<file path="config.mk">
export PLATFORM = sky130hd
export DESIGN_NAME = wb_port_arbiter_flat
export DESIGN_NICKNAME = d
export VERILOG_FILES = /design/src/rtl/wb_port_arbiter_if.sv /design/src/rtl/wb_port_arbiter.sv /design/src/flat_wrapper.sv
export SDC_FILE = /design/constraint.sdc
export NUM_CORES = 1
export LEC_CHECK = 0
export ABC_AREA = 1
export ABC_CLOCK_PERIOD_IN_PS = 1910
export CORE_ASPECT_RATIO = 1.25
export CORE_MARGIN = 2
export CORE_UTILIZATION = 48
export CTS_CLUSTER_SIZE = 16
export DETAILED_ROUTE_END_ITERATION = 16
export PLACE_DENSITY = 0.83
export SLEW_MARGIN = 10
export SYNTH_ARGS = -nofsm -noshare
export SYNTH_HDL_FRONTEND = slang
export SYNTH_SLANG_ARGS = --single-unit
</file>
<file path="constraint.sdc">
create_clock -name clk -period 1.91 [get_ports clk]
set_input_delay 0.2865 -clock clk [delete_from_list [all_inputs] [get_ports clk]]
set_output_delay 0.2865 -clock clk [all_outputs]
set_load 0.01 [all_outputs]
</file>
<file path="src/rtl/wb_port_arbiter_if.sv">
// Bundles the Write-stage, MDU and regfile write-port signals around the arbiter.
// The arbiter uses the slave modport. The environment that drives the pipe/MDU
// side and observes the regfile side uses the master modport.
interface wb_port_arbiter_if;
  logic        pipe_regwr;
  logic [4:0]  pipe_rw;
  logic [31:0] pipe_busW;
  logic        mdu_valid;
  logic [4:0]  mdu_rw;
  logic [31:0] mdu_result;
  logic        mdu_ready;
  logic        rf_regwr;
  logic [4:0]  rf_rw;
  logic [31:0] rf_busW;
  logic        stall_req;

  modport slave (
    input  pipe_regwr, pipe_rw, pipe_busW,
    input  mdu_valid, mdu_rw, mdu_result,
    output mdu_ready,
    output rf_regwr, rf_rw, rf_busW,
    output stall_req
  );

  modport master (
    output pipe_regwr, pipe_rw, pipe_busW,
    output mdu_valid, mdu_rw, mdu_result,
    input  mdu_ready,
    input  rf_regwr, rf_rw, rf_busW,
    input  stall_req
  );
endinterface

</file>
<file path="src/rtl/wb_port_arbiter.sv">
// Register-file write-port arbiter.
// Write-stage writes always take the port. MDU results are queued in a small FIFO
// and written back on cycles when the port is idle. A queued result whose
// destination is overwritten by a newer pipe write is marked dead. A dead entry
// is dropped without a write. If the live head waits too long, stall_req asks
// the pipeline for a write-free bubble.
module wb_port_arbiter #(
  parameter int DEPTH        = 2,
  parameter int STARVE_LIMIT = 4
) (
  input  logic              clk,
  input  logic              reset,
  wb_port_arbiter_if.slave  bus
);

  localparam int PW = (DEPTH > 1) ? $clog2(DEPTH) : 1;
  localparam int CW = $clog2(DEPTH + 1);
  localparam int AW = $clog2(STARVE_LIMIT + 1);

  logic [DEPTH-1:0] live_q, live_d;
  logic [4:0]       rw_q   [DEPTH];
  logic [4:0]       rw_d   [DEPTH];
  logic [31:0]      data_q [DEPTH];
  logic [31:0]      data_d [DEPTH];
  logic [PW-1:0]    rd_ptr_q, rd_ptr_d;
  logic [PW-1:0]    wr_ptr_q, wr_ptr_d;
  logic [CW-1:0]    count_q, count_d;
  logic [AW-1:0]    age_q, age_d;

  logic pipe_live;
  logic head_present;
  logic head_live;
  logic full;
  logic push;
  logic grant_head;
  logic pop;

  // Decode the pipe write, the FIFO status, and the push/pop decisions for this cycle.
  always_comb begin
    pipe_live    = bus.pipe_regwr & (bus.pipe_rw != 5'd0);
    head_present = (count_q != '0);
    head_live    = head_present & live_q[rd_ptr_q];
    full         = (count_q == CW'(DEPTH));
    // Ready comes from registered occupancy only.
    // A pop in the same cycle does not make room until the next cycle.
    push         = bus.mdu_valid & ~full & ~reset;
    grant_head   = ~pipe_live & head_live;
    // A dead head is dropped even while the pipe is using the port.
    pop          = head_present & (grant_head | ~head_live);
  end

  // Write-port mux. The pipe has priority. Otherwise a live FIFO head is written.
  always_comb begin
    bus.rf_regwr  = 1'b0;
    bus.rf_rw     = 5'd0;
    bus.rf_busW   = 32'd0;
    bus.mdu_ready = ~full & ~reset;
    bus.stall_req = ~reset & head_live & (age_q >= AW'(STARVE_LIMIT));
    if (!reset) begin
      if (pipe_live) begin
        bus.rf_regwr = 1'b1;
        bus.rf_rw    = bus.pipe_rw;
        bus.rf_busW  = bus.pipe_busW;
      end else if (head_live) begin
        bus.rf_regwr = 1'b1;
        bus.rf_rw    = rw_q[rd_ptr_q];
        bus.rf_busW  = data_q[rd_ptr_q];
      end
    end
  end

  // Next FIFO contents, pointers, occupancy and head age.
  always_comb begin
    live_d   = live_q;
    rw_d     = rw_q;
    data_d   = data_q;
    rd_ptr_d = rd_ptr_q;
    wr_ptr_d = wr_ptr_q;
    count_d  = count_q;
    age_d    = age_q;

    // WAW squash. The newer pipe write kills older queued results for the same
    // register. Unoccupied slots may be cleared too; push rewrites their live bit.
    if (pipe_live) begin
      for (int i = 0; i < DEPTH; i++) begin
        if (rw_q[i] == bus.pipe_rw) live_d[i] = 1'b0;
      end
    end

    // The entry pushed this cycle is newer than the pipe write, so it overrides the squash.
    if (push) begin
      live_d[wr_ptr_q] = (bus.mdu_rw != 5'd0);
      rw_d[wr_ptr_q]   = bus.mdu_rw;
      data_d[wr_ptr_q] = bus.mdu_result;
      wr_ptr_d         = wr_ptr_q + PW'(1);
    end

    if (pop) rd_ptr_d = rd_ptr_q + PW'(1);

    case ({push, pop})
      2'b10:   count_d = count_q + CW'(1);
      2'b01:   count_d = count_q - CW'(1);
      default: count_d = count_q;
    endcase

    // Age counts only while a live head is blocked. The counter saturates at the limit.
    if (pop || !head_present) begin
      age_d = '0;
    end else if (age_q != AW'(STARVE_LIMIT)) begin
      age_d = age_q + AW'(1);
    end
  end

  // State registers with synchronous reset. Reset discards all buffered results.
  always_ff @(posedge clk) begin
    if (reset) begin
      live_q   <= '0;
      rd_ptr_q <= '0;
      wr_ptr_q <= '0;
      count_q  <= '0;
      age_q    <= '0;
      for (int i = 0; i < DEPTH; i++) begin
        rw_q[i]   <= 5'd0;
        data_q[i] <= 32'd0;
      end
    end else begin
      live_q   <= live_d;
      rw_q     <= rw_d;
      data_q   <= data_d;
      rd_ptr_q <= rd_ptr_d;
      wr_ptr_q <= wr_ptr_d;
      count_q  <= count_d;
      age_q    <= age_d;
    end
  end

endmodule

</file>
<file path="src/flat_wrapper.sv">
// flat-port wrapper written by rule: the top's interface ports become plain ports
module wb_port_arbiter_flat 
#(
  parameter int DEPTH        = 2,
  parameter int STARVE_LIMIT = 4
)
  (clk, reset, bus_pipe_regwr, bus_pipe_rw, bus_pipe_busW, bus_mdu_valid, bus_mdu_rw, bus_mdu_result, bus_mdu_ready, bus_rf_regwr, bus_rf_rw, bus_rf_busW, bus_stall_req);
  wb_port_arbiter_if bus_i ();
  input  logic clk;
  input  logic reset;
  input wire logic [$bits(bus_i.pipe_regwr)-1:0] bus_pipe_regwr;
  input wire logic [$bits(bus_i.pipe_rw)-1:0] bus_pipe_rw;
  input wire logic [$bits(bus_i.pipe_busW)-1:0] bus_pipe_busW;
  input wire logic [$bits(bus_i.mdu_valid)-1:0] bus_mdu_valid;
  input wire logic [$bits(bus_i.mdu_rw)-1:0] bus_mdu_rw;
  input wire logic [$bits(bus_i.mdu_result)-1:0] bus_mdu_result;
  output wire logic [$bits(bus_i.mdu_ready)-1:0] bus_mdu_ready;
  output wire logic [$bits(bus_i.rf_regwr)-1:0] bus_rf_regwr;
  output wire logic [$bits(bus_i.rf_rw)-1:0] bus_rf_rw;
  output wire logic [$bits(bus_i.rf_busW)-1:0] bus_rf_busW;
  output wire logic [$bits(bus_i.stall_req)-1:0] bus_stall_req;
  assign bus_i.pipe_regwr = bus_pipe_regwr;
  assign bus_i.pipe_rw = bus_pipe_rw;
  assign bus_i.pipe_busW = bus_pipe_busW;
  assign bus_i.mdu_valid = bus_mdu_valid;
  assign bus_i.mdu_rw = bus_mdu_rw;
  assign bus_i.mdu_result = bus_mdu_result;
  assign bus_mdu_ready = bus_i.mdu_ready;
  assign bus_rf_regwr = bus_i.rf_regwr;
  assign bus_rf_rw = bus_i.rf_rw;
  assign bus_rf_busW = bus_i.rf_busW;
  assign bus_stall_req = bus_i.stall_req;
  wb_port_arbiter #(.DEPTH(DEPTH), .STARVE_LIMIT(STARVE_LIMIT)) u_core (.clk(clk), .reset(reset), .bus(bus_i));
endmodule
</file>
==> Yosys cells after proc, flatten, opt, wreduce, memory -nomap -nowiden <==
Index checks and enable logic that the tools add are counted.
{ "totals": {"register_bits": 83} }
{ "op_classes": {"n_eq_ne": 6, "bitwise_logic": 16, "addsub": 5, "magnitude_cmp": 7, "n_reduce_logical": 9, "muxes": 31} }
{ "op_table": {"columns": ["cell", "n"], "rows": [
  ["$mux 32", 7],
  ["$bwmux 64", 1],
  ["$mux 5", 7],
  ["$demux 32 s1", 1],
  ["$bwmux 10", 1],
  ["$eq 5x5->1", 2],
  ["$reduce_bool 5->1", 2],
  ["$and 1x1->1", 9],
  ["$mux 1", 8],
  ["$demux 5 s1", 1],
  ["$eq 2x2->1 const B", 2],
  ["$ge 2x2->1 const B", 2],
  ["$lt 1x2->1 const B", 2],
  ["$mux 2", 2],
  ["$not 1->1", 4],
  ["$not 1->2", 2],
  ["$pmux 2 s2", 1],
  ["$reduce_bool 2->1", 2],
  ["$add 3x1->3 const B", 1],
  ["$ge 3x3->1 const B", 1],
  ["$ne 3x3->1 const B", 1],
  ["$add 1x1->1 const B", 2],
  ["$add 2x1->2 const B", 1],
  ["$bwmux 2", 1],
  ["10 further kinds", 11]
]} }

==> Longest topological paths before layout <==
Gate-level depths: netlist of run 1.
{ "logic_depth": {"ltp_word": 8, "mapped_depth": 10, "depth_no_buf": 10} }

==> Worst setup path before layout of run 1 <==
No wires, ideal clock.
{ "synth_path": {"kind": "reg-to-reg", "startpoint": "register u_core.count_q[0]", "endpoint": "register u_core.count_q[1]", "t_required_ps": 1788, "slack_ps": 289, "path_stages_with_launch": 10, "arrival_time_ps": 1499, "synth_period_minus_slack_ps": 1621, "path_cell_list": "dfxtp_1 -> inv_1 -> nand2_1 -> nand2_1 -> o21a_1 -> ha_1 -> a21oi_1 -> o21ai_0 -> o21ai_0 -> a21oi_1"} }
{ "synth_via": {"elab_chain_cells": 7} }
{ "synth_lines": {"columns": ["element", "line", "text"], "rows": [
  ["start: declaration", "wb_port_arbiter.sv:27", "logic [CW-1:0] count_q, count_d;"],
  ["start signal: assignment", "wb_port_arbiter.sv:132", "count_q <= count_d;"],
  ["$reduce_bool 2->1 (*)", "wb_port_arbiter.sv:41", "head_present = (count_q != '0);"],
  ["$and 1x1->1", "wb_port_arbiter.sv:42", "head_live = head_present & live_q[rd_ptr_q];"],
  ["$and 1x1->1 or $not 1->1 (tied branches)", "wb_port_arbiter.sv:47, wb_port_arbiter.sv:49", null],
  ["$or 1x1->1", "wb_port_arbiter.sv:49", "pop = head_present & (grant_head | ~head_live);"],
  ["$and 1x1->1 (*)", "wb_port_arbiter.sv:49", null],
  ["named net u_core.pop", "wb_port_arbiter.sv:36", "logic pop;"],
  ["$eq 2x1->1 or $eq 2x2->1 (tied branches)", "wb_port_arbiter.sv:100", "case ({push, pop})"],
  ["$pmux 2 s2 or $reduce_bool 2->1 (tied branches)", null, null]
]} }
Mark *: on every way through the listed nets, which the timed path passes. The rest lies on a longest branch.
A chain may end at the register's enable or synchronous reset.

==> Worst setup path after layout of run 1 <==
{ "layout_path": {"startpoint": "register u_core.rd_ptr_q", "endpoint": "output port bus_rf_busW[26]"} }
{ "layout_via": {"elab_chain_cells": 7} }
{ "layout_lines": {"columns": ["element", "line", "text"], "rows": [
  ["start: declaration", "wb_port_arbiter.sv:25", "logic [PW-1:0] rd_ptr_q, rd_ptr_d;"],
  ["start signal: assignment", "wb_port_arbiter.sv:130", "rd_ptr_q <= rd_ptr_d;"],
  ["$not 1->2 (implied by the code)", "wb_port_arbiter.sv:67", "bus.rf_busW = data_q[rd_ptr_q];"],
  ["$mux 32 (implied by the code) (3 in series)", "wb_port_arbiter.sv:67", null],
  ["$mux 32 (*)", "wb_port_arbiter.sv:64", "end else if (head_live) begin"],
  ["$mux 32 (*)", "wb_port_arbiter.sv:60", "if (pipe_live) begin"],
  ["$mux 32 (*)", "wb_port_arbiter.sv:59", "if (!reset) begin"],
  ["end: declaration", "flat_wrapper.sv:20", "output wire logic [$bits(bus_i.rf_busW)-1:0] bus_rf_busW;"]
]} }
Mark *: on every way between the ends. The rest lies on a longest branch, timed or not. The select of a mux whose other input is x is not followed.

==> flow_summary.toml, run 1 <==
[drt]
ant_nets = 0
vias = 4827
drc_errors = 0
viasPerCell = 5.49
wire_per_inst_um = 16.1
drt_first_pass_iters = 6
drtIter0Drc = 428
routed_wl_mm = 14.2

[power_and_ir_drop]
leakagePower_nw = 2.45
p_per_area_mw_per_mm2 = 787
ir_worst_vdd_mv = 0.602

[setup_path]
reg2regPathDepth = 10
cp_num_cells = 10
crit_slowest_cell = "dfxtp_4"
crit_path_max_incr_delay_ns = 0.38
cp_common_cell = "nand2_2"
critPathBufInv = 5
critical_path.max_fanout = 8
crit_type = "reg -> out"
critical_path_required_ns = 1.62
end_kind = "output pin"
path_delay_family = "buffers and inverters"
start_kind = "register"
crit_chain = "inv_2 > nand2_2 > nand2_2 > nand2_4 > inv_8 > buf_6 > buf_12 > nand3_2 > a21oi_2 > buf_2"
arrival_ns = 1.75

[global_route]
grt_max_degree = 79
grt-ovfl-total = 0
track_usage = 0.286
antenna_found_initial = 0
grt_pass1_vias = 4535
grt_pass1_wl_mm = 21.4

[floorplan]
die-area_mm2 = 0.00957
die_h_um = 109
fp.dieW_um = 87.9
coreArea_mm2 = 0.00861
floorplan.initialDensity = 0.491
ioPinCount = 118
num_rows = 38

[timing]
max_freq_mhz = 491
whs_ns = 0.450
rsz0062_at_grt = "yes"
period_needed_ns = 2.04
finalSetupTns_ns = -2.48
setup_slack_ns = -0.126
slew_viol_final = 0
slew_headroom = 0.546
clock_skew_ns = 0.0183
setup_viol = 30
fin_crit_sh = 1.07
hold_viol_final = 0
worst_pin_slew_ns = 0.681

[yosys]
ys_seq_area_frac = 0.393
synth_area_mm2 = 0.00423
synth_warnings = 0
yosys.cell_types.count = 26
synth-seq-cells = 83
syn_nets = 705
syn-mean-instance-area_um2 = 6.77
synthCells = 624

[clocking]
hold_buffers = 0
cts.path.max_buffers = 2
cts_root_buf = "clkbuf_8"
path_clk_slew_ns = 0.10
tritoncts = "yes"
cts_made_buffers = 9
cts.sinks = 83
worstSkewPairLatency_ns = 0.37
htree_levels = 3

[placed_design]
port_buffers = 117
placed_cells = 844
place_ws_ns = -0.605
placed_cell_area_mm2 = 0.00553
gp_congestion = 0.828
hpwl_mm = 8.08

[cells_and_area]
seqCellArea_mm2 = 0.00167
fill_cells = 639
insertedDiodeCount = 0
synthToLayoutAreaGrowth_pct = 44.7
multiInputGateArea_mm2 = 0.00236
nets = 835
drive_above_1_share = 0.225
finalNonFillerCells = 879
postLayoutCellArea_mm2 = 0.00611

[status]
violations = "negative setup slack"
outcome = "complete, but fails checks"

[hold_path]
hp-class = "reg -> reg"
hold-path-cell-count = 2

[flow_run]
max_cap_violations = 0
==> layer usage <==
| layer | track usage | part of all wire | vias to the layer above |
|---|---|---|---|
| met5 | 0 | 0 | - |
| li1 | - | - | 2298 |
| met2 | 0.487 | 0.51 | 213 |
| met3 | 0.0530 | 0.062 | 58 |
| met4 | 0.167 | 0.049 | 0 |
| met1 | 0.332 | 0.38 | 2258 |
==> cells by family after synthesis <==
family	Yosys count	synth area share
xor gates and xnor gates	8	0.0166
and+or+nand+nor	229	0.224
AOI/OAI and AO/OA	202	0.248
buffers and inverters	99	0.109
DFF	83	0.393
adders and majority gates	3	0.00888
==> synthesized netlist by cell type <==
cell type  count  area, um^2
nor3_1         2        10.0
dfxtp_1       83        1660
xor2_1         2        17.5
nor2_1        77         289
nor2_4         2        22.5
buf_6          9         101
a21oi_2        3        26.3
nor2_2         1        6.26
xnor2_1        6        52.6
inv_4          1        6.26
nand3_1       41         205
o211a_1        1        10.0
inv_1         49         184
buf_1          1        3.75
o21ai_0      110         551
clkbuf_1      20        75.1
ha_1           3        37.5
o21a_1         2        15.0
clkbuf_2       1        5.00
nand2_4        2        22.5
o21ai_2        3        26.3
buf_2         15        75.1
nand2_1      104         390
o211ai_1       2        15.0
a21oi_1       81         405
inv_2          3        11.3
==> final timing paths <==
path / startpoint / endpoint / slack, ns
min: u_core.data_q[48] / u_core.data_q[48] / 0.45
min reg2reg: u_core.data_q[48] / u_core.data_q[48] / 0.45
max: u_core.rd_ptr_q / bus_rf_busW[26] / -0.13
max reg2reg: u_core.rd_ptr_q / u_core.count_q[1] / 0.14
==> cell usage in the layout (no fill, tap or decap), types with 3 or more instances in the layout <==
master           count
o21ai_0            107
nand2_1             98
dfxtp_1             82
nor2_1              75
clkdlybuf4s50_1     70
a21oi_1             63
inv_1               46
buf_2               38
buf_4               29
a21oi_2             20
nand3_1             19
nand3_2             16
clkbuf_8             9
nand3_4              6
xnor2_1              6
buf_12               6
buf_6                6
nand2_2              4
nand2_4              4
inv_2                3
nor2_2               3
inv_6                3
o21ai_1              3
o21ai_2              3
ha_1                 3
buf_16               3
dlygate4sd2_1        3
clkdlybuf4s15_1      3
==> flip-flops by register name (all words and copies together) (netlist names) <==
signal / cells
u_core.data_q: 64
u_core.wr_ptr_q: 1
u_core.count_q: 2
u_core.rw_q: 10
u_core.live_q: 2
u_core.age_q: 3
u_core.rd_ptr_q: 1
==> through the flow <==
| stage | power [mW] | utilization |
|---|---|---|
| 6_report | 4.81 | 0.711 |
| 5_1_grt | 5.02 | 0.711 |
| 4_1_cts | 4.62 | 0.687 |
| 3_5_place_dp | 3.37 | 0.642 |
| 3_3_place_gp | 3.32 | 0.642 |
| 2_1_floorplan | 2.81 | - |
==> what timing repair did <==
action,in CTS,in global routing
cloned,5,1
pin swaps,30,27
endpoints found under the hold margin,0,0
setup endpoints to repair,40,53
setup buffers,11,3
gates resized for setup,199,55
==> area by class of cell <==
type	count	area share
clock inverter	7	0.00839
clock buffer	9	0.0203
tap	120	0.0246
inverter	53	0.0354
sequential	83	0.272
multi-input combinational	442	0.386
timing repair buffer	165	0.253
==> power by group <==
group,switching (mW),internal (mW),leakage [nW]
clock network,0.696,0.479,0.0860
logic,0.948,0.695,1.68
registers,0.0857,1.91,0.678
total,1.73,3.08,2.45
==> worst register-to-register path, cell delays in order, from the launching register on <==
cell	delay [ns]
dfxtp_4	0.38
inv_2	0.06
nand2_2	0.05
nand2_2	0.10
nand2_4	0.09
o21a_1	0.22
ha_1	0.32
a21oi_1	0.13
o21ai_0	0.13
o21ai_1	0.13
a21oi_1	0.06
No activity file was read; power rests on OpenSTA's default activity.
==> run 2, diff against run 1 <==
--- a/config.mk
+++ b/config.mk
@@ -6,7 +6,6 @@
 export NUM_CORES = 1
 export LEC_CHECK = 0
 export ABC_AREA = 1
-export ABC_CLOCK_PERIOD_IN_PS = 1910
 export CORE_ASPECT_RATIO = 1.25
 export CORE_MARGIN = 2
 export CORE_UTILIZATION = 48
==> results of run 2 <==
No change in the layout: final DEF, timing and power equal those of run 1.
==> run 3, diff against run 2 <==
--- a/config.mk
+++ b/config.mk
@@ -7,8 +7,8 @@
 export LEC_CHECK = 0
 export ABC_AREA = 1
 export CORE_ASPECT_RATIO = 1.25
-export CORE_MARGIN = 2
 export CORE_UTILIZATION = 48
+export CTS_CLUSTER_DIAMETER = 200
 export CTS_CLUSTER_SIZE = 16
 export DETAILED_ROUTE_END_ITERATION = 16
 export PLACE_DENSITY = 0.83
==> run 3 against run 2 <==
The flow still finishes with violations (negative setup slack). Via count decreased by 0.27%. Register-to-register slack got worse by 0.11 ns. Clock-buffer cell count increased by 3. Design area decreased by 0.63%. Sequential share of layout area increased by 0.17 points. Sequential power about the same. Worst setup slack improved by 0.070 ns.
==> flow_summary.toml, run 3 (synthesis gave the netlist of run 1 again) <==
[status]
outcome = "complete, but fails checks"
violations = "negative setup slack"

[global_route]
grt_pass1_wl_mm = 20.8
antenna_found_initial = 0
grt-ovfl-total = 0
grt_max_degree = 79
grt_pass1_vias = 4534
track_usage = 0.288

[clocking]
cts_root_buf = "clkbuf_8"
path_clk_slew_ns = 0.08
cts.path.max_buffers = 2
worstSkewPairLatency_ns = 0.36
cts_made_buffers = 9
tritoncts = "yes"
htree_levels = 3
cts.sinks = 83

[floorplan]
floorplan.initialDensity = 0.504
fp.dieW_um = 85.9
ioPinCount = 118
die-area_mm2 = 0.00918
num_rows = 37
coreArea_mm2 = 0.00838
die_h_um = 107

[cells_and_area]
postLayoutCellArea_mm2 = 0.00608
finalNonFillerCells = 873
synthToLayoutAreaGrowth_pct = 43.8
final_core_util = 0.725
final_cell_mix = "nand2_1, o21ai_0, dfxtp_1"
regMostFlops = "u_core.data_q"
top_regs = "u_core.data_q (64), u_core.rw_q (10), u_core.age_q (3)"
insertedDiodeCount = 0
layout_commonest_cell = "nand2_1"
largest_register_ff_count = 64
drive_above_1_share = 0.213
nets = 832

[drt]
drtIter0Drc = 392
wire_per_inst_um = 16.0
drc_errors = 0
ant_nets = 0
viasPerCell = 5.51
drt_first_pass_iters = 7
vias = 4814
routed_wl_mm = 14.0

[timing]
rsz0062_at_grt = "yes"
setup_slack_ns = -0.0564
worst_pin_slew_ns = 0.691
period_needed_ns = 1.97
fin_crit_sh = 1.03
slew_viol_final = 0
clock_skew_ns = 0.00947
slew_headroom = 0.539
finalSetupTns_ns = -0.172
whs_ns = 0.359
max_freq_mhz = 509
hold_viol_final = 0
setup_viol = 11

[power_and_ir_drop]
switching_share = 0.343
leakagePower_nw = 2.47
p_sw_mw = 1.70
p_int_mw = 3.25
p_per_area_mw_per_mm2 = 815
clock_power_share = 0.237
ir_worst_vdd_mv = 0.615
seqPwrFrac = 0.402
p_comb_frac = 0.360

[setup_path]
critical_path.max_fanout = 6
arrival_ns = 1.68
end_kind = "output pin"
r2r_slack_ns = 0.03
start_kind = "register"
critical_path_required_ns = 1.62
crit_type = "reg -> out"

[placed_design]
port_buffers = 117
placed_cell_area_mm2 = 0.00556
placed_cells = 841
hpwl_mm = 8.11
gp_congestion = 0.838

[hold_path]
hp-class = "in -> reg"

[flow_run]
max_cap_violations = 0
[run 3: changes by cell type in the layout (fill, tap and decap cells not counted), sizes merged]
cell,before,now
clkbuf,12,15
buf,84,80
dlygate4sd2,3,4
inv,55,52
[run 3: worst max-delay path: stages (launching register included)]
cell      delay [ns]
dfxtp_4         0.37
inv_2           0.06
nand2_2         0.06
nand2_2         0.09
nand2_4         0.07
clkinv_8        0.09
buf_12          0.13
o211ai_1        0.10
a21oi_2         0.19
buf_2           0.15
[run 3: power groups by stage]
stage | combinational [mW] | clock (mW) | sequential (mW)
after detailed placement | 1.38 | 0 | 2.03
final | 1.79 | 1.17 | 1.99
after floorplan | 0.801 | 0 | 2.01
after global routing | 1.92 | 1.25 | 2.01
after CTS | 1.53 | 1.18 | 1.98
after global placement | 1.33 | 0 | 2.02
[run 3: repair_timing]
action,in CTS,in global routing
setup endpoints to repair,40,42
cloned,4,2
endpoints found under the hold margin,0,0
buffers inserted,7,4
hold buffers,0,0
pin swaps,6,14
resized for setup,197,66
[run 3: stage by stage]
stage          setup slack, ns  power, mW
2_1_floorplan            0.289       2.81
5_1_grt                 -0.110       5.18
3_5_place_dp            -0.582       3.41
6_report               -0.0564       4.95
4_1_cts                 -0.103       4.69
3_3_place_gp            -0.527       3.35
[run 3: metal layers]
metal	vias to the layer above	routed length, um	track usage
met1	2258	5430	0.324
met2	204	7150	0.512
met4	0	568	0.164
met3	53	849	0.0416
met5	-	0	0
li1	2299	-	-
[run 3: path summary, 6_finish.rpt]
path	start	to	cells past startpoint
setup reg to reg	u_core.rd_ptr_q	u_core.count_q[1]	11
setup / recovery	u_core.rd_ptr_q	bus_rf_rw[2]	9
hold reg to reg	u_core.data_q[61]	u_core.data_q[61]	2
hold / removal	reset	u_core.wr_ptr_q	3
[run 3: layout make-up]
cell class,count,area [um^2]
Timing Repair Buffer,162,1570
Clock inverter,4,25.0
Multi-Input combinational cell,442,2290
Inverter,53,221
Fill cell,641,2300
Clock buffer,12,155
Tap cell,117,146
Sequential cell,83,1670
